===== src/rtl/ex_stage.sv =====
// ex_stage: RV32 execute stage.
//   - Forwards operands from EX/MEM and MEM/WB. EX/MEM has priority.
//     Register x0 is never forwarded.
//   - Performs the single-cycle ALU operations combinationally.
//   - Runs an iterative shift-add multiplier for MUL. While it is busy,
//     Stall_o is high, the upstream stages hold and EX/MEM captures bubbles.
// Build option:
//   MUL_EARLY_TERM_EN - when defined, the multiplier stops as soon as no
//   multiplier bits remain. When undefined, it always runs 32 iterations.
//   The product is the same either way; only the latency differs.
module ex_stage #(
    parameter int DATA_W  = 32,
    parameter int SHAMT_W = 5
) (
    input  logic              clk_i,
    input  logic              rst_i,
    input  logic              MemStall_i,
    input  logic [1:0]        ALUOp_i,
    input  logic              ALUSrc_i,
    input  logic [DATA_W-1:0] RS1data_i,
    input  logic [DATA_W-1:0] RS2data_i,
    input  logic [DATA_W-1:0] Imm_i,
    input  logic [9:0]        Func10_i,
    input  logic [4:0]        RS1addr_i,
    input  logic [4:0]        RS2addr_i,
    input  logic              EXMEM_RegWrite_i,
    input  logic [4:0]        EXMEM_RDaddr_i,
    input  logic [DATA_W-1:0] EXMEM_ALUResult_i,
    input  logic              MEMWB_RegWrite_i,
    input  logic [4:0]        MEMWB_RDaddr_i,
    input  logic [DATA_W-1:0] MEMWB_WriteData_i,
    output logic [DATA_W-1:0] ALUResult_o,
    output logic [DATA_W-1:0] MemWriteData_o,
    output logic              Stall_o
);

    // ALUOp encodings
    localparam logic [1:0] OP_MEM = 2'b00;
    localparam logic [1:0] OP_BR  = 2'b01;
    localparam logic [1:0] OP_R   = 2'b10;
    localparam logic [1:0] OP_I   = 2'b11;

    // R-type {funct7, funct3} encodings
    localparam logic [9:0] F_ADD = 10'b0000000_000;
    localparam logic [9:0] F_SUB = 10'b0100000_000;
    localparam logic [9:0] F_AND = 10'b0000000_111;
    localparam logic [9:0] F_OR  = 10'b0000000_110;
    localparam logic [9:0] F_XOR = 10'b0000000_100;
    localparam logic [9:0] F_SLL = 10'b0000000_001;
    localparam logic [9:0] F_MUL = 10'b0000001_000;

    // I-type funct3 encodings
    localparam logic [2:0] F3_ADDI = 3'b000;
    localparam logic [2:0] F3_SRAI = 3'b101;

    localparam logic [4:0] LAST_ITER = 5'd31;

    typedef enum logic [1:0] {
        ST_IDLE = 2'b00,
        ST_BUSY = 2'b01,
        ST_DONE = 2'b10
    } mul_state_t;

    mul_state_t        state_r;
    logic [4:0]        count_r;
    logic [DATA_W-1:0] acc_r;
    logic [DATA_W-1:0] mcand_r;
    logic [DATA_W-1:0] mplier_r;

    logic [DATA_W-1:0] fwd_a_s;
    logic [DATA_W-1:0] fwd_b_s;
    logic [DATA_W-1:0] op_b_s;
    logic [DATA_W-1:0] alu_res_s;
    logic [DATA_W-1:0] mplier_next_s;
    logic [DATA_W-1:0] mcand_next_s;
    logic              is_mul_s;
    logic              stall_s;

    // Pick the newest in-flight value for one source register.
    // x0 is hard-wired to zero, so a write to x0 is never forwarded.
    function automatic logic [DATA_W-1:0] fwd_sel(
        input logic [4:0]        addr,
        input logic [DATA_W-1:0] idex_data,
        input logic              exmem_we,
        input logic [4:0]        exmem_rd,
        input logic [DATA_W-1:0] exmem_data,
        input logic              memwb_we,
        input logic [4:0]        memwb_rd,
        input logic [DATA_W-1:0] memwb_data
    );
        if (exmem_we && (exmem_rd == addr) && (addr != 5'd0)) begin
            return exmem_data;
        end else if (memwb_we && (memwb_rd == addr) && (addr != 5'd0)) begin
            return memwb_data;
        end else begin
            return idex_data;
        end
    endfunction

    // Operand selection: forwarding for both sources, then the immediate mux for B
    always_comb begin
        fwd_a_s = fwd_sel(RS1addr_i, RS1data_i,
                          EXMEM_RegWrite_i, EXMEM_RDaddr_i, EXMEM_ALUResult_i,
                          MEMWB_RegWrite_i, MEMWB_RDaddr_i, MEMWB_WriteData_i);
        fwd_b_s = fwd_sel(RS2addr_i, RS2data_i,
                          EXMEM_RegWrite_i, EXMEM_RDaddr_i, EXMEM_ALUResult_i,
                          MEMWB_RegWrite_i, MEMWB_RDaddr_i, MEMWB_WriteData_i);
        if (ALUSrc_i) begin
            op_b_s = Imm_i;
        end else begin
            op_b_s = fwd_b_s;
        end
    end

    assign MemWriteData_o = fwd_b_s;

    assign is_mul_s = (ALUOp_i == OP_R) && (Func10_i == F_MUL);

    // Single-cycle ALU. MUL and undefined encodings produce 0 here.
    always_comb begin
        alu_res_s = {DATA_W{1'b0}};
        case (ALUOp_i)
            OP_MEM: alu_res_s = fwd_a_s + op_b_s;
            OP_BR:  alu_res_s = fwd_a_s - op_b_s;
            OP_R: begin
                case (Func10_i)
                    F_ADD:   alu_res_s = fwd_a_s + op_b_s;
                    F_SUB:   alu_res_s = fwd_a_s - op_b_s;
                    F_AND:   alu_res_s = fwd_a_s & op_b_s;
                    F_OR:    alu_res_s = fwd_a_s | op_b_s;
                    F_XOR:   alu_res_s = fwd_a_s ^ op_b_s;
                    F_SLL:   alu_res_s = fwd_a_s << op_b_s[SHAMT_W-1:0];
                    default: alu_res_s = {DATA_W{1'b0}};
                endcase
            end
            OP_I: begin
                case (Func10_i[2:0])
                    F3_ADDI: alu_res_s = fwd_a_s + op_b_s;
                    F3_SRAI: alu_res_s = $unsigned($signed(fwd_a_s) >>> Imm_i[SHAMT_W-1:0]);
                    default: alu_res_s = {DATA_W{1'b0}};
                endcase
            end
            default: alu_res_s = {DATA_W{1'b0}};
        endcase
    end

    // Next values of the shift-add registers for one iteration
    always_comb begin
        mcand_next_s  = {mcand_r[DATA_W-2:0], 1'b0};
        mplier_next_s = {1'b0, mplier_r[DATA_W-1:1]};
    end

    // Multiplier sequencer: latch the operands, iterate, then hold the
    // result until the pipeline is allowed to advance
    always_ff @(posedge clk_i or posedge rst_i) begin
        if (rst_i) begin
            state_r  <= ST_IDLE;
            count_r  <= 5'd0;
            acc_r    <= {DATA_W{1'b0}};
            mcand_r  <= {DATA_W{1'b0}};
            mplier_r <= {DATA_W{1'b0}};
        end else begin
            case (state_r)
                ST_IDLE: begin
                    if (is_mul_s) begin
                        mcand_r  <= fwd_a_s;
                        mplier_r <= op_b_s;
                        acc_r    <= {DATA_W{1'b0}};
                        count_r  <= 5'd0;
`ifdef MUL_EARLY_TERM_EN
                        if (op_b_s == {DATA_W{1'b0}}) begin
                            state_r <= ST_DONE;
                        end else begin
                            state_r <= ST_BUSY;
                        end
`else
                        state_r  <= ST_BUSY;
`endif
                    end else begin
                        state_r <= ST_IDLE;
                    end
                end
                ST_BUSY: begin
                    if (mplier_r[0]) begin
                        acc_r <= acc_r + mcand_r;
                    end else begin
                        acc_r <= acc_r;
                    end
                    mcand_r  <= mcand_next_s;
                    mplier_r <= mplier_next_s;
                    count_r  <= count_r + 5'd1;
                    if (count_r == LAST_ITER) begin
                        state_r <= ST_DONE;
`ifdef MUL_EARLY_TERM_EN
                    end else if (mplier_next_s == {DATA_W{1'b0}}) begin
                        state_r <= ST_DONE;
`endif
                    end else begin
                        state_r <= ST_BUSY;
                    end
                end
                ST_DONE: begin
                    // Leave on the same edge at which ID/EX loads the next instruction
                    if (!MemStall_i) begin
                        state_r <= ST_IDLE;
                    end else begin
                        state_r <= ST_DONE;
                    end
                end
                default: state_r <= ST_IDLE;
            endcase
        end
    end

    assign stall_s = ((state_r == ST_IDLE) && is_mul_s) || (state_r == ST_BUSY);
    assign Stall_o = stall_s;

    // Result mux: product in DONE, zero while the multiplier stalls, else ALU
    always_comb begin
        if (state_r == ST_DONE) begin
            ALUResult_o = acc_r;
        end else if (stall_s) begin
            ALUResult_o = {DATA_W{1'b0}};
        end else begin
            ALUResult_o = alu_res_s;
        end
    end

endmodule

===== config.mk =====
export PLATFORM = sky130hd
export DESIGN_NAME = ex_stage
export DESIGN_NICKNAME = d
export VERILOG_FILES = /design/src/rtl/ex_stage.sv
export SDC_FILE = /design/constraint.sdc
export NUM_CORES = 1
export LEC_CHECK = 0
export BUFFER_PORTS_ARGS = -buffer_cell sky130_fd_sc_hd__buf_2
export CAP_MARGIN = 10
export CORE_UTILIZATION = 30
export DETAILED_ROUTE_END_ITERATION = 6
export GPL_ROUTABILITY_DRIVEN = 0
export PLACE_DENSITY = 0.52
export SYNTH_ARGS = -nofsm -noshare
export SYNTH_HDL_FRONTEND = slang
export SYNTH_SLANG_ARGS = --single-unit

===== constraint.sdc =====
create_clock -name clk_i -period 5.9 [get_ports clk_i]
set_input_delay 0.59 -clock clk_i [delete_from_list [all_inputs] [get_ports clk_i]]
set_output_delay 0.59 -clock clk_i [all_outputs]
set_load 0.02 [all_outputs]

### After elaboration in Yosys (flattened, before gate mapping)

Index checks and enable logic that the tools add are counted.

| operators by class | value |
|---|---|
| $add $sub $neg | 4 |
| equal/unequal tests | 19 |
| shift operators | 2 |
| muxes and demuxes | 23 |
| bitwise operators | 3 |
| reduce and logical (&&, ||, !) cells | 20 |

Operators by type and width:

| operator | count |
|---|---|
| 32-bit 2-to-1 mux | 11 |
| 32-bit case mux with 2 select lines | 4 |
| 32-bit case mux with 6 select lines | 1 |
| 32-bit case mux with 4 select lines | 1 |
| 32-bit adder | 2 |
| 32-bit bitwise AND | 1 |
| 32-bit bitwise OR | 1 |
| 32-bit by 5-bit << shifter with 32-bit output | 1 |
| 32-bit by 5-bit >>> shifter with 32-bit output | 1 |
| 32-bit subtractor | 1 |
| 32-bit bitwise XOR | 1 |
| 10-bit by 3-bit equality test with 1-bit output (second input constant) | 3 |
| 5-bit equality test | 4 |
| 10-bit by 1-bit equality test with 1-bit output (second input constant) | 1 |
| 10-bit by 4-bit equality test with 1-bit output (second input constant) | 1 |
| 10-bit by 9-bit equality test with 1-bit output (second input constant) | 1 |
| 1-bit logical AND | 10 |
| 10-bit zero test | 1 |
| 5-bit case mux with 2 select lines | 1 |
| 5-bit nonzero test | 2 |
| 2-bit equality test (second input constant) | 3 |
| 2-bit case mux with 3 select lines | 1 |
| 5-bit by 1-bit adder with 5-bit output (second input constant) | 1 |
| 5-bit equality test (second input constant) | 1 |
| 12 further kinds | 16 |

| word-level totals | value |
|---|---|
| register bits after elaboration | 103 |
| logic and storage cells | 76 |

### Logic depth before layout (Yosys ltp)

| logic depth | value |
|---|---|
| word-level depth | 11 |
| gate-level depth with buffers | 24 |
| depth with buffers taken out | 21 |

### Least setup slack after synthesis

Ideal clock, no wire load.

| timing path | value |
|---|---|
| kind | input port to output port |
| from | input port RS2addr_i[4] |
| to | output port ALUResult_o[31] |
| data arrival time | 6.183 ns |
| data required time | 5.310 ns |
| setup slack | -0.873 ns |
| stages on the path | 23 |
| buffers on the path | 3 |
| path through | xor2_1 -> or4b_4 -> nor3_1 -> buf_2 -> buf_1 -> mux2i_1 -> o21ai_0 -> mux2i_1 -> ha_1 -> clkbuf_1 -> and2_1 -> nor2_1 -> nand2_1 -> a21oi_1 -> a21oi_1 -> o21ai_4 -> o31ai_4 -> a21oi_1 -> o311ai_1 -> nor4b_1 -> o311ai_0 -> o31ai_1 -> a21oi_1 |

| between the ends | value |
|---|---|
| longest elaborated chain between the ends | 11 |

RTL lines:

| item | line | text |
|---|---|---|
| from (decl) | 25 | `input logic [4:0] RS2addr_i,` |
| 5-bit equality test | 93 | `end else if (memwb_we && (memwb_rd == addr) && (addr != 5'd0)) begin` |
| 1-bit logical AND (2 in a row) | 93 |  |
| 32-bit 2-to-1 mux | 93 |  |
| 32-bit 2-to-1 mux * | 91 | `if (exmem_we && (exmem_rd == addr) && (addr != 5'd0)) begin` |
| named net MemWriteData_o[6] | 33 | `output logic [DATA_W-1:0] MemWriteData_o,` |
| 32-bit 2-to-1 mux * | 108 | `if (ALUSrc_i) begin` |
| 32-bit subtractor / 32-bit adder (equally long branches) | n/a |  |
| 32-bit case mux with 6 select lines / 32-bit case mux with 2 select lines (equally long branches) | 126, 137 |  |
| 32-bit case mux with 4 select lines * | 122 | `case (ALUOp_i)` |
| 32-bit 2-to-1 mux * | 222 | `end else if (stall_s) begin` |
| 32-bit 2-to-1 mux * | 220 | `if (state_r == ST_DONE) begin` |
| to (decl) | 32 | `output logic [DATA_W-1:0] ALUResult_o,` |

Mark *: on every way through the listed nets, which the timed path passes. The rest lies on a longest branch.

### Worst setup path after layout

| timing path | value |
|---|---|
| from | input port RS2addr_i[4] |
| to | output port ALUResult_o[28] |

| between the ends | value |
|---|---|
| longest elaborated chain between the ends | 11 |

RTL lines:

| item | line |
|---|---|
| 5-bit equality test | 93 |
| 1-bit logical AND (2 in a row) | 93 |
| 32-bit 2-to-1 mux | 93 |
| 32-bit 2-to-1 mux * | 91 |
| 32-bit 2-to-1 mux * | 108 |
| 32-bit subtractor, or another cell as far along | 124, 128 |
| 32-bit case mux with 6 select lines / 32-bit case mux with 2 select lines (equally long branches) | 126, 137 |
| 32-bit case mux with 4 select lines * | 122 |
| 32-bit 2-to-1 mux * | 222 |
| 32-bit 2-to-1 mux * | 220 |

Every way passes the cells marked *; elsewhere a longest branch is shown, timed or not.

==> flow_metrics.env <==
export IMPL_grt_start_max_net_pins=72
export IMPL_port_buffers=262
export IMPL_finalCriticalPeriod_ns=6.06
export IMPL_comb_power_share=0.671
export IMPL_critical_path_arrival_ns=5.47
export IMPL_global_route_wire_length_before_repair_mm=139
export IMPL_critPathLaunchType="primary input"
export IMPL_flow_area_growth_from_synthesis_pct=40.3
export IMPL_via_count_of_the_first_global_routing_pass=21745
export IMPL_final_max_slew_violation_count=0
export IMPL_dr_total_vias=22484
export IMPL_violations_in_the_final_reports="design-rule violations, negative setup slack"
export IMPL_wl_per_cell_um=25.4
export IMPL_grt_setup_unrepaired="true"
export IMPL_die_h_um=243
export IMPL_setup_viol=12
export IMPL_horizontal_die_dimension_um=243
export IMPL_top_level_ports=263
export IMPL_most_common_layout_cells="441 x sky130_fd_sc_hd__buf_4, 246 x sky130_fd_sc_hd__nand2_1, 242 x sky130_fd_sc_hd__buf_2"
export IMPL_routedLengthMet1_mm=37.3
export IMPL_syn_cell_area_um2=17500
export IMPL_topRoutingLayerUsed="met5"
export IMPL_drt_total_wl_mm=94.3
export IMPL_int_pwr_mw=2.36
export IMPL_p_sw_mw=2.17
export IMPL_post_route_worst_setup_slack_ns=-0.159
export IMPL_final_setup_skew_ns=0.0242
export IMPL_power_switching_fraction=0.479
export IMPL_share_clk_of_total_power=0.168
export IMPL_setup_tns_ns=-0.705
export IMPL_initial_utilization=0.303
export IMPL_rows=88
export IMPL_clock_latency_ns=0.43
export IMPL_global_route_usage_total=0.309
export IMPL_final_common_cell="sky130_fd_sc_hd__buf_4"
export IMPL_detail_route_vias_per_cell=6.06
export IMPL_h_tree_depth=3
export IMPL_remaining_drc_errors=1
export IMPL_place_detailed_instances=3630
export IMPL_detailroute_wirelength_met2_mm=41.2
export IMPL_slew_headroom=0.173
export IMPL_die_area_um2=59200
export IMPL_synth_seq_area_share=0.148
export IMPL_critical_path_required_ns=5.31
export IMPL_fmax_ghz=0.165
export IMPL_met3RoutedLength_mm=10.2
export IMPL_run_status="finished with violations"
export IMPL_initial_antenna_violation_count=2
export IMPL_edff_count_synth=0
export IMPL_grt_overflow=0
export IMPL_reg_clk_slew_reported_paths_ns=0.10
export IMPL_slew_at_the_pin_closest_to_its_max_slew_limit_ns=1.23
export IMPL_finish_net_count=3267
export IMPL_crit_type="primary input to output pin"
export IMPL_share_seq_of_total_power=0.161
export IMPL_power_ir_vdd_worst_uv=203
export IMPL_register_to_register_path_setup_slack_ns=0.84
export IMPL_netlist_cell_type_count=100
export IMPL_synth_net_count=2708
export IMPL_initialDrtViolationCount=2787
export IMPL_clock_tree_from_tritoncts="built"
export IMPL_postRouteAntennaNets=0
export IMPL_floorplan_core_area_um2=57600
export IMPL_final_hpwl_from_detailed_placement_mm=75.4
export IMPL_synth_ff_latch_count=103
export IMPL_final_worst_path_cycle_share=1.03
export IMPL_cp_max_fo=32
export IMPL_layout_drive_gt1_share=0.346
export IMPL_numCtsBuffers=9
export IMPL_clock_path_buffers=2
export IMPL_dominantRegCellSynth="sky130_fd_sc_hd__dfrtp_1"
export IMPL_hold_violations=0
export IMPL_final_cell_count_no_fill=3713
export IMPL_first_pass_iters=7
export IMPL_powerDensity_nw_per_um2=185
export IMPL_totalPowerFinal_mw=4.53
export IMPL_yosys_warnings=0
export IMPL_buffer_cell_driving_the_clock_tree_root="sky130_fd_sc_hd__clkbuf_16"
export IMPL_async_reset_ff_frac=1.00
export IMPL_fillCellCount=5828
export IMPL_syn_area_per_cell_um2=7.33
export IMPL_hold_class="primary input to async pin"
export IMPL_netlist_instances=2382
export IMPL_max_cap_check_violation_count=0
export IMPL_cellLeakagePower_nw=10.9
export IMPL_crit_path_end_kind="output pin"
export IMPL_clkSinkCount=103
-- state kept, by name, summed over array words and instances (netlist names) --
signal,flops
mcand_r,32
mplier_r,32
state_r,2
acc_r,32
count_r,5
-- kinds of logic after synthesis --
logic type | synth area share
simple gates | 0.178
flops | 0.148
mux | 0.149
buf+inv | 0.0644
xor+xnor | 0.0481
fa+ha+maj | 0.0921
compound gates | 0.320
-- stage by stage --
step	util	hold slack (ns)	setup WS, ns	cell area (um^2)
global route	0.425	0.271	-0.257	24500
floorplan	-	0.449	-0.00496	17600
finish	0.425	0.218	-0.159	24500
CTS	0.410	0.233	-0.151	23600
detailed placement	0.386	0.490	-0.422	22200
global placement	0.386	0.466	-0.396	22200
-- power groups by stage --
| stage | clock network (mW) | logic (mW) | registers (mW) |
|---|---|---|---|
| finish | 0.761 | 3.04 | 0.727 |
| global route | 0.797 | 3.16 | 0.729 |
| detailed placement | 0 | 2.57 | 0.741 |
| global placement | 0 | 2.55 | 0.741 |
| floorplan | 0 | 1.37 | 0.737 |
| CTS | 0.772 | 2.76 | 0.727 |
-- worst max-delay path, stage by stage --
cell and delay [ns]:
sky130_fd_sc_hd__buf_2 0.11, sky130_fd_sc_hd__buf_4 0.14, sky130_fd_sc_hd__or4_4 0.46, sky130_fd_sc_hd__o211ai_4 0.22, sky130_fd_sc_hd__buf_4 0.15, sky130_fd_sc_hd__nor3_1 0.08, sky130_fd_sc_hd__a311oi_4 0.37, sky130_fd_sc_hd__nor2_8 0.08
sky130_fd_sc_hd__inv_2 0.10, sky130_fd_sc_hd__buf_4 0.40, sky130_fd_sc_hd__mux4_2 0.58, sky130_fd_sc_hd__mux2i_1 0.38, sky130_fd_sc_hd__o22ai_1 0.14, sky130_fd_sc_hd__a211oi_2 0.32, sky130_fd_sc_hd__buf_4 0.18, sky130_fd_sc_hd__o221ai_1 0.11
sky130_fd_sc_hd__or4_4 0.52, sky130_fd_sc_hd__a211oi_2 0.22, sky130_fd_sc_hd__a211oi_2 0.08, sky130_fd_sc_hd__buf_4 0.22
-- layer usage --
layer / track usage / up-vias
met3: 0.0758 / 330
li1: - / 9961
met5: 0 / -
met2: 0.484 / 1385
met1: 0.393 / 10804
met4: 0.152 / 4
-- timing repair --
item / in CTS / in global routing
hold buffers: 0 / 0
setup endpoints to repair: 21 / 25
resized for setup: 147 / 169
pin swaps: 87 / 94
buffers inserted: 47 / 25
-- layout make-up --
type                       instances  area, um^2  area share
antenna                            2        5.00    0.000204
tap                              765         957      0.0391
multi-input combinational       1991       15100       0.616
timing repair buffer             727        5090       0.208
sequential                       103        2580       0.105
clock inverter                     7         124     0.00506
inverter                         109         422      0.0172
clock buffer                       9         225     0.00919
-- cells in the mapped netlist, types with 62 or more instances --
library cell                 n  area [um^2]
sky130_fd_sc_hd__o21ai_0   263         1320
sky130_fd_sc_hd__nand3_1    64          320
sky130_fd_sc_hd__nor2_1    141          529
sky130_fd_sc_hd__a22oi_1    86          646
sky130_fd_sc_hd__nand2_1   252          946
sky130_fd_sc_hd__nor3_1     62          310
sky130_fd_sc_hd__dfrtp_1   103         2580
sky130_fd_sc_hd__clkbuf_1  138          518
sky130_fd_sc_hd__xnor2_1    69          604
sky130_fd_sc_hd__ha_1      127         1590
sky130_fd_sc_hd__mux2i_1   220         2200
sky130_fd_sc_hd__a21oi_1   164          821
sky130_fd_sc_hd__inv_1     100          375
-- final timing paths --
check	start	end	depth (start not counted)
min in group clk_i	MemStall_i	state_r[1]$_DFF_PP0_	2
setup / recovery	RS2addr_i[4]	ALUResult_o[28]	20
hold reg to reg	acc_r[31]$_DFFE_PP0P_	acc_r[31]$_DFFE_PP0P_	1
max in group asynchronous	rst_i	mplier_r[12]$_DFFE_PP0P_	3
setup reg to reg	acc_r[0]$_DFFE_PP0P_	acc_r[30]$_DFFE_PP0P_	15
hold / removal	rst_i	mcand_r[21]$_DFFE_PP0P_	2
Note: power is estimated with default switching activity, not from simulation.
